File: src/rtl/load_store_unit_if.sv
// Pipeline-side request/response handshake of the load/store unit.
// The pipeline drives requests through the master modport, and the unit answers through the slave modport.
interface load_store_unit_if;
    logic        req_valid;
    logic        req_ready;
    logic        req_we;
    logic [1:0]  req_size;
    logic        req_signed;
    logic [31:0] req_addr;
    logic [31:0] req_wdata;
    logic        resp_valid;
    logic        resp_ready;
    logic [31:0] resp_rdata;
    logic        resp_err;

    modport master (
        output req_valid, req_we, req_size, req_signed, req_addr, req_wdata, resp_ready,
        input  req_ready, resp_valid, resp_rdata, resp_err
    );

    modport slave (
        input  req_valid, req_we, req_size, req_signed, req_addr, req_wdata, resp_ready,
        output req_ready, resp_valid, resp_rdata, resp_err
    );
endinterface

File: src/rtl/load_store_unit.sv
// Byte/half/word load-store front end for the word-addressed dataMemory.
// Sub-word stores use read-modify-write, and sub-word loads are sign- or zero-extended.
module load_store_unit #(
    parameter int unsigned DEPTH = 4096
) (
    input  logic              CLK,
    input  logic              RST_N,
    load_store_unit_if.slave  bus,
    output logic              mem_rd,
    output logic              mem_wr,
    output logic [31:0]       mem_addr,
    output logic [31:0]       mem_din,
    input  logic [31:0]       mem_dout
);

    typedef enum logic [2:0] {IDLE, RD, DATA, WR, RESP} state_t;

    state_t      state;
    logic        we_q;
    logic [1:0]  size_q;
    logic        signed_q;
    logic [31:0] addr_q;
    logic [31:0] wdata_q;
    logic        req_err;
    logic [7:0]  rd_byte;
    logic [15:0] rd_half;
    logic [31:0] load_val;
    logic [31:0] merged;

    assign bus.req_ready = (state == IDLE);

    always_comb begin
        req_err = 1'b0;
        case (bus.req_size)
            2'b01:   req_err = bus.req_addr[0];
            2'b10:   req_err = |bus.req_addr[1:0];
            2'b11:   req_err = 1'b1;
            default: req_err = 1'b0;
        endcase
        if ({2'b00, bus.req_addr[31:2]} >= DEPTH)
            req_err = 1'b1;
    end

    // Lane extraction and merge both work on the memory word that was just read.
    always_comb begin
        rd_byte  = mem_dout[{addr_q[1:0], 3'b000} +: 8];
        rd_half  = mem_dout[{addr_q[1], 4'b0000} +: 16];
        load_val = mem_dout;
        merged   = mem_dout;
        case (size_q)
            2'b00: begin
                load_val = {{24{signed_q & rd_byte[7]}}, rd_byte};
                merged[{addr_q[1:0], 3'b000} +: 8] = wdata_q[7:0];
            end
            2'b01: begin
                load_val = {{16{signed_q & rd_half[15]}}, rd_half};
                merged[{addr_q[1], 4'b0000} +: 16] = wdata_q[15:0];
            end
            default: ;
        endcase
    end

    // The strobes are gated by RST_N so that a reset edge can never commit a write.
    always_comb begin
        mem_rd   = RST_N && (state == RD);
        mem_wr   = RST_N && ((state == WR) || (state == DATA && we_q));
        mem_addr = '0;
        mem_din  = '0;
        if (state == RD || state == DATA || state == WR)
            mem_addr = {2'b00, addr_q[31:2]};
        if (state == WR)
            mem_din = wdata_q;
        else if (state == DATA && we_q)
            mem_din = merged;
    end

    always_ff @(posedge CLK) begin
        if (!RST_N) begin
            state          <= IDLE;
            we_q           <= 1'b0;
            size_q         <= '0;
            signed_q       <= 1'b0;
            addr_q         <= '0;
            wdata_q        <= '0;
            bus.resp_valid <= 1'b0;
            bus.resp_rdata <= '0;
            bus.resp_err   <= 1'b0;
        end else begin
            case (state)
                IDLE: begin
                    if (bus.req_valid) begin
                        we_q     <= bus.req_we;
                        size_q   <= bus.req_size;
                        signed_q <= bus.req_signed;
                        addr_q   <= bus.req_addr;
                        wdata_q  <= bus.req_wdata;
                        if (req_err) begin
                            bus.resp_valid <= 1'b1;
                            bus.resp_rdata <= '0;
                            bus.resp_err   <= 1'b1;
                            state          <= RESP;
                        end else if (bus.req_we && bus.req_size == 2'b10) begin
                            state <= WR;
                        end else begin
                            state <= RD;
                        end
                    end
                end
                RD: state <= DATA;
                DATA: begin
                    bus.resp_valid <= 1'b1;
                    bus.resp_rdata <= we_q ? '0 : load_val;
                    bus.resp_err   <= 1'b0;
                    state          <= RESP;
                end
                WR: begin
                    bus.resp_valid <= 1'b1;
                    bus.resp_rdata <= '0;
                    bus.resp_err   <= 1'b0;
                    state          <= RESP;
                end
                RESP: begin
                    if (bus.resp_ready) begin
                        bus.resp_valid <= 1'b0;
                        state          <= IDLE;
                    end
                end
                default: state <= IDLE;
            endcase
        end
    end

endmodule

File: src/flat_wrapper.sv
// flat-port wrapper written by rule: the top's interface ports become plain ports
module load_store_unit_flat 
#(
    parameter int unsigned DEPTH = 4096
)
  (CLK, RST_N, mem_rd, mem_wr, mem_addr, mem_din, mem_dout, bus_req_valid, bus_req_we, bus_req_size, bus_req_signed, bus_req_addr, bus_req_wdata, bus_resp_ready, bus_req_ready, bus_resp_valid, bus_resp_rdata, bus_resp_err);
  load_store_unit_if bus_i ();
  input  logic CLK;
  input  logic RST_N;
  output logic mem_rd;
  output logic mem_wr;
  output logic [31:0] mem_addr;
  output logic [31:0] mem_din;
  input  logic [31:0] mem_dout;
  input wire logic [$bits(bus_i.req_valid)-1:0] bus_req_valid;
  input wire logic [$bits(bus_i.req_we)-1:0] bus_req_we;
  input wire logic [$bits(bus_i.req_size)-1:0] bus_req_size;
  input wire logic [$bits(bus_i.req_signed)-1:0] bus_req_signed;
  input wire logic [$bits(bus_i.req_addr)-1:0] bus_req_addr;
  input wire logic [$bits(bus_i.req_wdata)-1:0] bus_req_wdata;
  input wire logic [$bits(bus_i.resp_ready)-1:0] bus_resp_ready;
  output wire logic [$bits(bus_i.req_ready)-1:0] bus_req_ready;
  output wire logic [$bits(bus_i.resp_valid)-1:0] bus_resp_valid;
  output wire logic [$bits(bus_i.resp_rdata)-1:0] bus_resp_rdata;
  output wire logic [$bits(bus_i.resp_err)-1:0] bus_resp_err;
  assign bus_i.req_valid = bus_req_valid;
  assign bus_i.req_we = bus_req_we;
  assign bus_i.req_size = bus_req_size;
  assign bus_i.req_signed = bus_req_signed;
  assign bus_i.req_addr = bus_req_addr;
  assign bus_i.req_wdata = bus_req_wdata;
  assign bus_i.resp_ready = bus_resp_ready;
  assign bus_req_ready = bus_i.req_ready;
  assign bus_resp_valid = bus_i.resp_valid;
  assign bus_resp_rdata = bus_i.resp_rdata;
  assign bus_resp_err = bus_i.resp_err;
  load_store_unit #(.DEPTH(DEPTH)) u_core (.CLK(CLK), .RST_N(RST_N), .bus(bus_i), .mem_rd(mem_rd), .mem_wr(mem_wr), .mem_addr(mem_addr), .mem_din(mem_din), .mem_dout(mem_dout));
endmodule
File: config.mk
export PLATFORM = sky130hd
export DESIGN_NAME = load_store_unit_flat
export DESIGN_NICKNAME = d
export VERILOG_FILES = /design/src/rtl/load_store_unit_if.sv /design/src/rtl/load_store_unit.sv /design/src/flat_wrapper.sv
export SDC_FILE = /design/constraint.sdc
export NUM_CORES = 1
export LEC_CHECK = 0
export ABC_AREA = 1
export ABC_CLOCK_PERIOD_IN_PS = 2550
export BUFFER_PORTS_ARGS = -buffer_cell sky130_fd_sc_hd__buf_2
export CAP_MARGIN = 5
export CORE_MARGIN = 1.5
export CORE_UTILIZATION = 43
export CTS_CLUSTER_DIAMETER = 60
export CTS_CLUSTER_SIZE = 25
export DETAILED_ROUTE_END_ITERATION = 12
export HOLD_SLACK_MARGIN = 0.05
export PLACE_DENSITY = 0.69
export SLEW_MARGIN = 20
export SYNTH_ARGS = -nofsm -noshare
export SYNTH_HDL_FRONTEND = slang
export SYNTH_SLANG_ARGS = --single-unit
File: constraint.sdc
create_clock -name CLK -period 2.55 [get_ports CLK]
set_input_delay 0.51 -clock CLK [delete_from_list [all_inputs] [get_ports CLK]]
set_output_delay 0.51 -clock CLK [all_outputs]
set_load 0.02 [all_outputs]
; ---- Word level (Yosys, flattened, before mapping)
; Index checks and enable logic that the tools add are counted.
[classes]
shift = 6
eq_ne = 11
addsub = 2
bitwise_logic = 2
mux = 23
n_reduce_logical = 19
n_lt_le_gt_ge = 1
[ops]
columns = op, n
row1 = two-way mux 32 bit, 5
row2 = case mux 32 bit (2 select lines), 2
row3 = case mux 32 bit (3 select lines), 1
row4 = bitwise mux 32 bit, 2
row5 = "variable shift 16 x 7 -> 32 bit, first input constant", 1
row6 = "variable shift 8 x 7 -> 32 bit, first input constant", 1
row7 = variable part select 16 x 7 -> 32 bit, 1
row8 = variable part select 32 x 6 -> 16 bit, 1
row9 = variable part select 32 x 6 -> 8 bit, 1
row10 = variable part select 8 x 7 -> 32 bit, 1
row11 = "greater-or-equal comparator 30 x 13 -> 1 bit, second input constant", 1
row12 = two-way mux 30 bit, 1
row13 = negation 5 -> 7 bit, 2
row14 = case mux 3 bit (4 select lines), 1
row15 = two-way mux 3 bit, 3
row16 = "equality test 3 x 2 -> 1 bit, second input constant", 2
row17 = case mux 1 bit (3 select lines), 2
row18 = AND reduction 3 bit, 2
row19 = nonzero test 3 bit, 2
row20 = "equality test 2 x 1 -> 1 bit, second input constant", 2
row21 = "equality test 2 bit, second input constant", 2
row22 = logical AND 1 bit, 4
row23 = two-way mux 1 bit, 4
row24 = "inequality test 2 bit, second input constant", 2
row25 = other kinds (13), 18
[word_totals]
ff_bits = 105
input_bits = 104
output_inout_bits = 101
wordCells = 73

; ---- Longest topological paths before layout
[depth]
depth_word = 6
depth_mapped = 12
mapped_depth_nobuf = 9

; ---- Worst setup path after synthesis
; No wires, ideal clock.
[synth_timing]
path_kind = register to output
from = register u_core.addr_q[1]
to = output port mem_din[13]
n_path_buf = 4
setup_slack_ns = 0.048
required_ns = 2.040
arrival_ns = 1.992
stages_incl_launch_ff = 12
cell_sequence = dfxtp_1 -> buf_4 -> inv_1 -> buf_2 -> ha_1 -> buf_2 -> inv_1 -> buf_2 -> nand3_1 -> o221ai_1 -> nand4_1 -> o21ai_0
[synth_via]
elab_chain_len = 6
elab_cells_between_ends = 11
cone_classes = 2 x add/sub / 4 x shift / 5 x mux
[synth_lines]
columns = item, line_no
row1 = start: declaration, load_store_unit.sv:22  ; logic [31:0] addr_q;
row2 = start signal: assignment, load_store_unit.sv:95  ; addr_q <= bus.req_addr;
row3 = "negation 5 -> 7 bit, on equally long branches", "load_store_unit.sv:57, load_store_unit.sv:53"
row4 = variable part select 16 x 7 -> 32 bit (tied with other cells), load_store_unit.sv:57  ; merged[{addr_q[1], 4'b0000} +: 16] = wdata_q[15:0];
row5 = "bitwise mux 32 bit, on equally long branches", "load_store_unit.sv:57, load_store_unit.sv:53"
row6 = case mux 32 bit (2 select lines) (*), load_store_unit.sv:50  ; case (size_q)
row7 = two-way mux 32 bit (*), load_store_unit.sv:73  ; else if (state == DATA && we_q)
row8 = two-way mux 32 bit (*), load_store_unit.sv:71  ; if (state == WR)
row9 = end: declaration, flat_wrapper.sv:13  ; output logic [31:0] mem_din;
; Every way passes the cells marked *; elsewhere a longest branch is shown, timed or not.

; ---- Worst setup path after layout
[layout_timing]
from = register u_core.addr_q[1]
to = output port mem_din[8]
; The elaborated chain is that of the path after synthesis.

==> flow_summary_export.csv <==
group,metric,value,unit
cts,root_buffer,"clkbuf_16",
status,status,"complete, no violations",
global_routing,grt_busiest_layer,"met2",
timing,finalClockSkew,0.00902,ns
global_routing,first_global_vias,6327,
setup_path,cp_cell_sequence,"inv_1 > ha_4 > nand2_2 > o221ai_1 > nand4_1 > o21ai_1 > buf_2",
cells_and_area,fill_cells,1467,
yosys,ys_ff_latch,105,
floorplan,core,14000,um2
timing,final.min_clock_period,2.53,ns
routing,drtPass1Iterations,5,
cts,clk_pin_slew,0.08,ns
routing,drt_wl_total,21.7,mm
yosys,synth_cells,953,
setup_path,max_stage_delay,0.37,ns
place,gp_congestion,0.957,
floorplan,ioPinCount,205,
routing,vias_per_cell,5.45,
global_routing,antenna_found_initial,0,
cts,cts_tree,"done",
timing,rsz0062_at_grt,"true",
cells_and_area,multi_input_area,3500,um2
cts,clkSinkCount,105,
setup_path,cp.arrival,2.02,ns
yosys,synth.distinct_cells,29,
yosys,synthArstFlopShare,0,
floorplan,initial_core_util,0.445,
yosys,synth_ff_type,"dfxtp_1",
power_and_ir_drop,power.leakage,3.52,nW
hold_path,hold_class,"primary input to register",
floorplan,die_h,124,um
setup_path,startpoint_type,"register",
timing,fmax,396,MHz
timing,slew-limit-headroom,0.637,
routing,vias,7149,
timing,setup_slack,0.0236,ns
global_routing,use_met3,0.0816,
floorplan,die_area,15300,um2
global_routing,gr-usage-met2,0.404,
setup_path,critPathKind,"register to output pin",
cts,htreeDepth,3,
timing,tns,0,ns
setup_path,slowest_stage,"dfxtp_4",
routing,drcViolationCount,0,
cells_and_area,syn2layout_area_growth,26.3,%
global_routing,track_usage,0.284,
setup_path,r2r_start,"u_core.size_q[0]",
timing,post-route-period-util,0.991,
cts,insertion_delay,0.36,ns
routing,drtIter0Drc,707,
yosys,synth_area,6240,um2
setup_path,cp-startpoint,"u_core.addr_q[1]",
cts,cts_buffers,9,
cts,cts_buffer_depth,2,
power_and_ir_drop,p_per_area,539,nW/um2
cells_and_area,drive_gt1_frac,0.272,
place,dp_slack,0.226,ns
place,hpwlAfterDp,16.0,mm
power_and_ir_drop,ir_drop,0.366,mV
timing,slew_violations,0,
cts,cts_hold_buf,0,
global_routing,grt.overflow.total,0,
run,cap_violations,0,
global_routing,grt_max_degree,69,
routing,postRouteAntennaNets,0,
global_routing,grt_use_met1,0.399,
cells_and_area,final_nets,1236,
floorplan,num_rows,43,
yosys,seq_area_frac_synth,0.337,
yosys,avgSynthCellArea,6.55,um2
timing,final-setup-viol-count,0,
timing,hold_viol_final,0,
floorplan,die_x,124,um
setup_path,cp-end-kind,"output pin",
global_routing,grt_pass1_wl,33.3,mm
place,numPortBuffers,202,
timing,worstMarginPinSlew,0.545,ns
routing,wl_per_cell,16.6,um
cells_and_area,diodes,0,
setup_path,crit_fanout,8,
cells_and_area,seqCellArea,2110,um2
yosys,ys_warn_count,0,
yosys,synth_edf_count,0,
hold_path,hold_path_startpoint,"bus_req_addr[12]",
setup_path,worstPathRequired,2.04,ns
==> final timing paths <==
kind	end	slack, ns	cells after the start
max	mem_din[8]	0.02	7
min reg2reg	u_core.wdata_q[17]	0.45	2
max reg2reg	u_core.bus.resp_rdata[20]	0.76	10
min	u_core.addr_q[12]	0.41	3
==> synthesized netlist by cell type, types with 15 or more instances <==
| cell type | instances | share of area |
|---|---|---|
| a21oi_1 | 107 | 0.086 |
| buf_2 | 25 | 0.020 |
| clkbuf_1 | 34 | 0.020 |
| dfxtp_1 | 105 | 0.34 |
| inv_1 | 103 | 0.062 |
| nand2_1 | 144 | 0.087 |
| nand3_1 | 49 | 0.039 |
| nand4_1 | 15 | 0.015 |
| nor2_1 | 112 | 0.067 |
| nor3_1 | 17 | 0.014 |
| o211ai_1 | 44 | 0.053 |
| o21ai_0 | 96 | 0.077 |
| o21ai_1 | 19 | 0.015 |
| o221ai_1 | 23 | 0.032 |
==> registers in the layout, indices dropped and copies added, names as in the netlist <==
| name | cells |
|---|---|
| u_core.bus.resp_valid | 1 |
| u_core.wdata_q | 32 |
| u_core.we_q | 1 |
| u_core.size_q | 2 |
| u_core.bus.resp_err | 1 |
| u_core.signed_q | 1 |
| u_core.addr_q | 32 |
| u_core.bus.resp_rdata | 32 |
| u_core.state | 3 |
==> what timing repair did <==
action                     CTS  global route
pin swaps                    0             2
resized for setup           10            26
gates cloned                 1             0
setup buffers                0             2
setup endpoints to repair   32            32
==> area by class of cell <==
cell class / instances / area share
Clock buffer: 9 / 0.0285
Clock inverter: 6 / 0.0114
Inverter: 111 / 0.0546
Multi-Input combinational cell: 669 / 0.444
Sequential cell: 105 / 0.267
Tap cell: 180 / 0.0285
Timing Repair Buffer: 231 / 0.166
==> worst max-delay path: cells and delay by family, from the launching register on <==
kind	cells	cell delay [ns]
AOI/OAI and AO/OA	2	0.38
adders and majority gates	1	0.34
buffers and inverters	2	0.30
DFF	1	0.37
and+or+nand+nor	2	0.25
==> metal layers <==
metal | part of all wire | wire length [um] | vias up
met5 | 0 | 0 | -
met4 | 0.034 | 732 | 0
met3 | 0.12 | 2510 | 57
met2 | 0.41 | 8940 | 404
met1 | 0.44 | 9570 | 3141
li1 | - | - | 3547
==> report_power, final <==
group          switching, mW  internal (mW)
registers             0.0567           1.74
logic                  0.612          0.319
clock network          0.662          0.863
==> layout by cell type, fill, tap and decap left out, types with 2 or more instances in the layout <==
master     count
o211ai_1      44
ha_2           2
o21a_1         2
buf_12         3
a21oi_1      107
nand3_1       46
clkinv_2       2
a21oi_2       10
inv_1        101
o221ai_1      21
nand4_1       15
o221ai_2       2
conb_1         2
nor2_2         2
inv_4          4
nor3_1        17
nand3_2        2
clkbuf_16      9
buf_6          2
o21ai_0       92
buf_2        198
nand2_1      141
o21ai_1       21
nand2_4        5
inv_2          5
dfxtp_2        2
buf_4         27
o21ai_2        2
dfxtp_1      102
nand2_2       14
nor2_1       110
nor2_4         6
nand3_4        2
ha_4           2
bufinv_16      2
==> cell families (layout without fill, tap and decap cells) <==
group,after synthesis,count (layout),synth area share
adder cells (fa/ha/maj),5,5,0.0100
flip-flops,105,105,0.337
AO/OA/AOI/OAI,301,301,0.280
other,1,2,0.000601
buffers and inverters,180,357,0.118
AND/OR/NAND/NOR,361,361,0.255
==> per-stage QoR <==
step	cell area (um2)	cells	hold WS, ns	power, mW	util
after floorplan	6250	954	0.425	2.40	-
after global placement	7410	1293	0.436	2.68	0.528
after detailed placement	7410	1293	0.443	2.68	0.528
after CTS	7780	1309	0.409	4.22	0.554
after global routing	7890	1311	0.426	4.43	0.562
final	7890	1311	0.412	4.25	0.562
No activity file was read; power rests on OpenSTA's default activity.
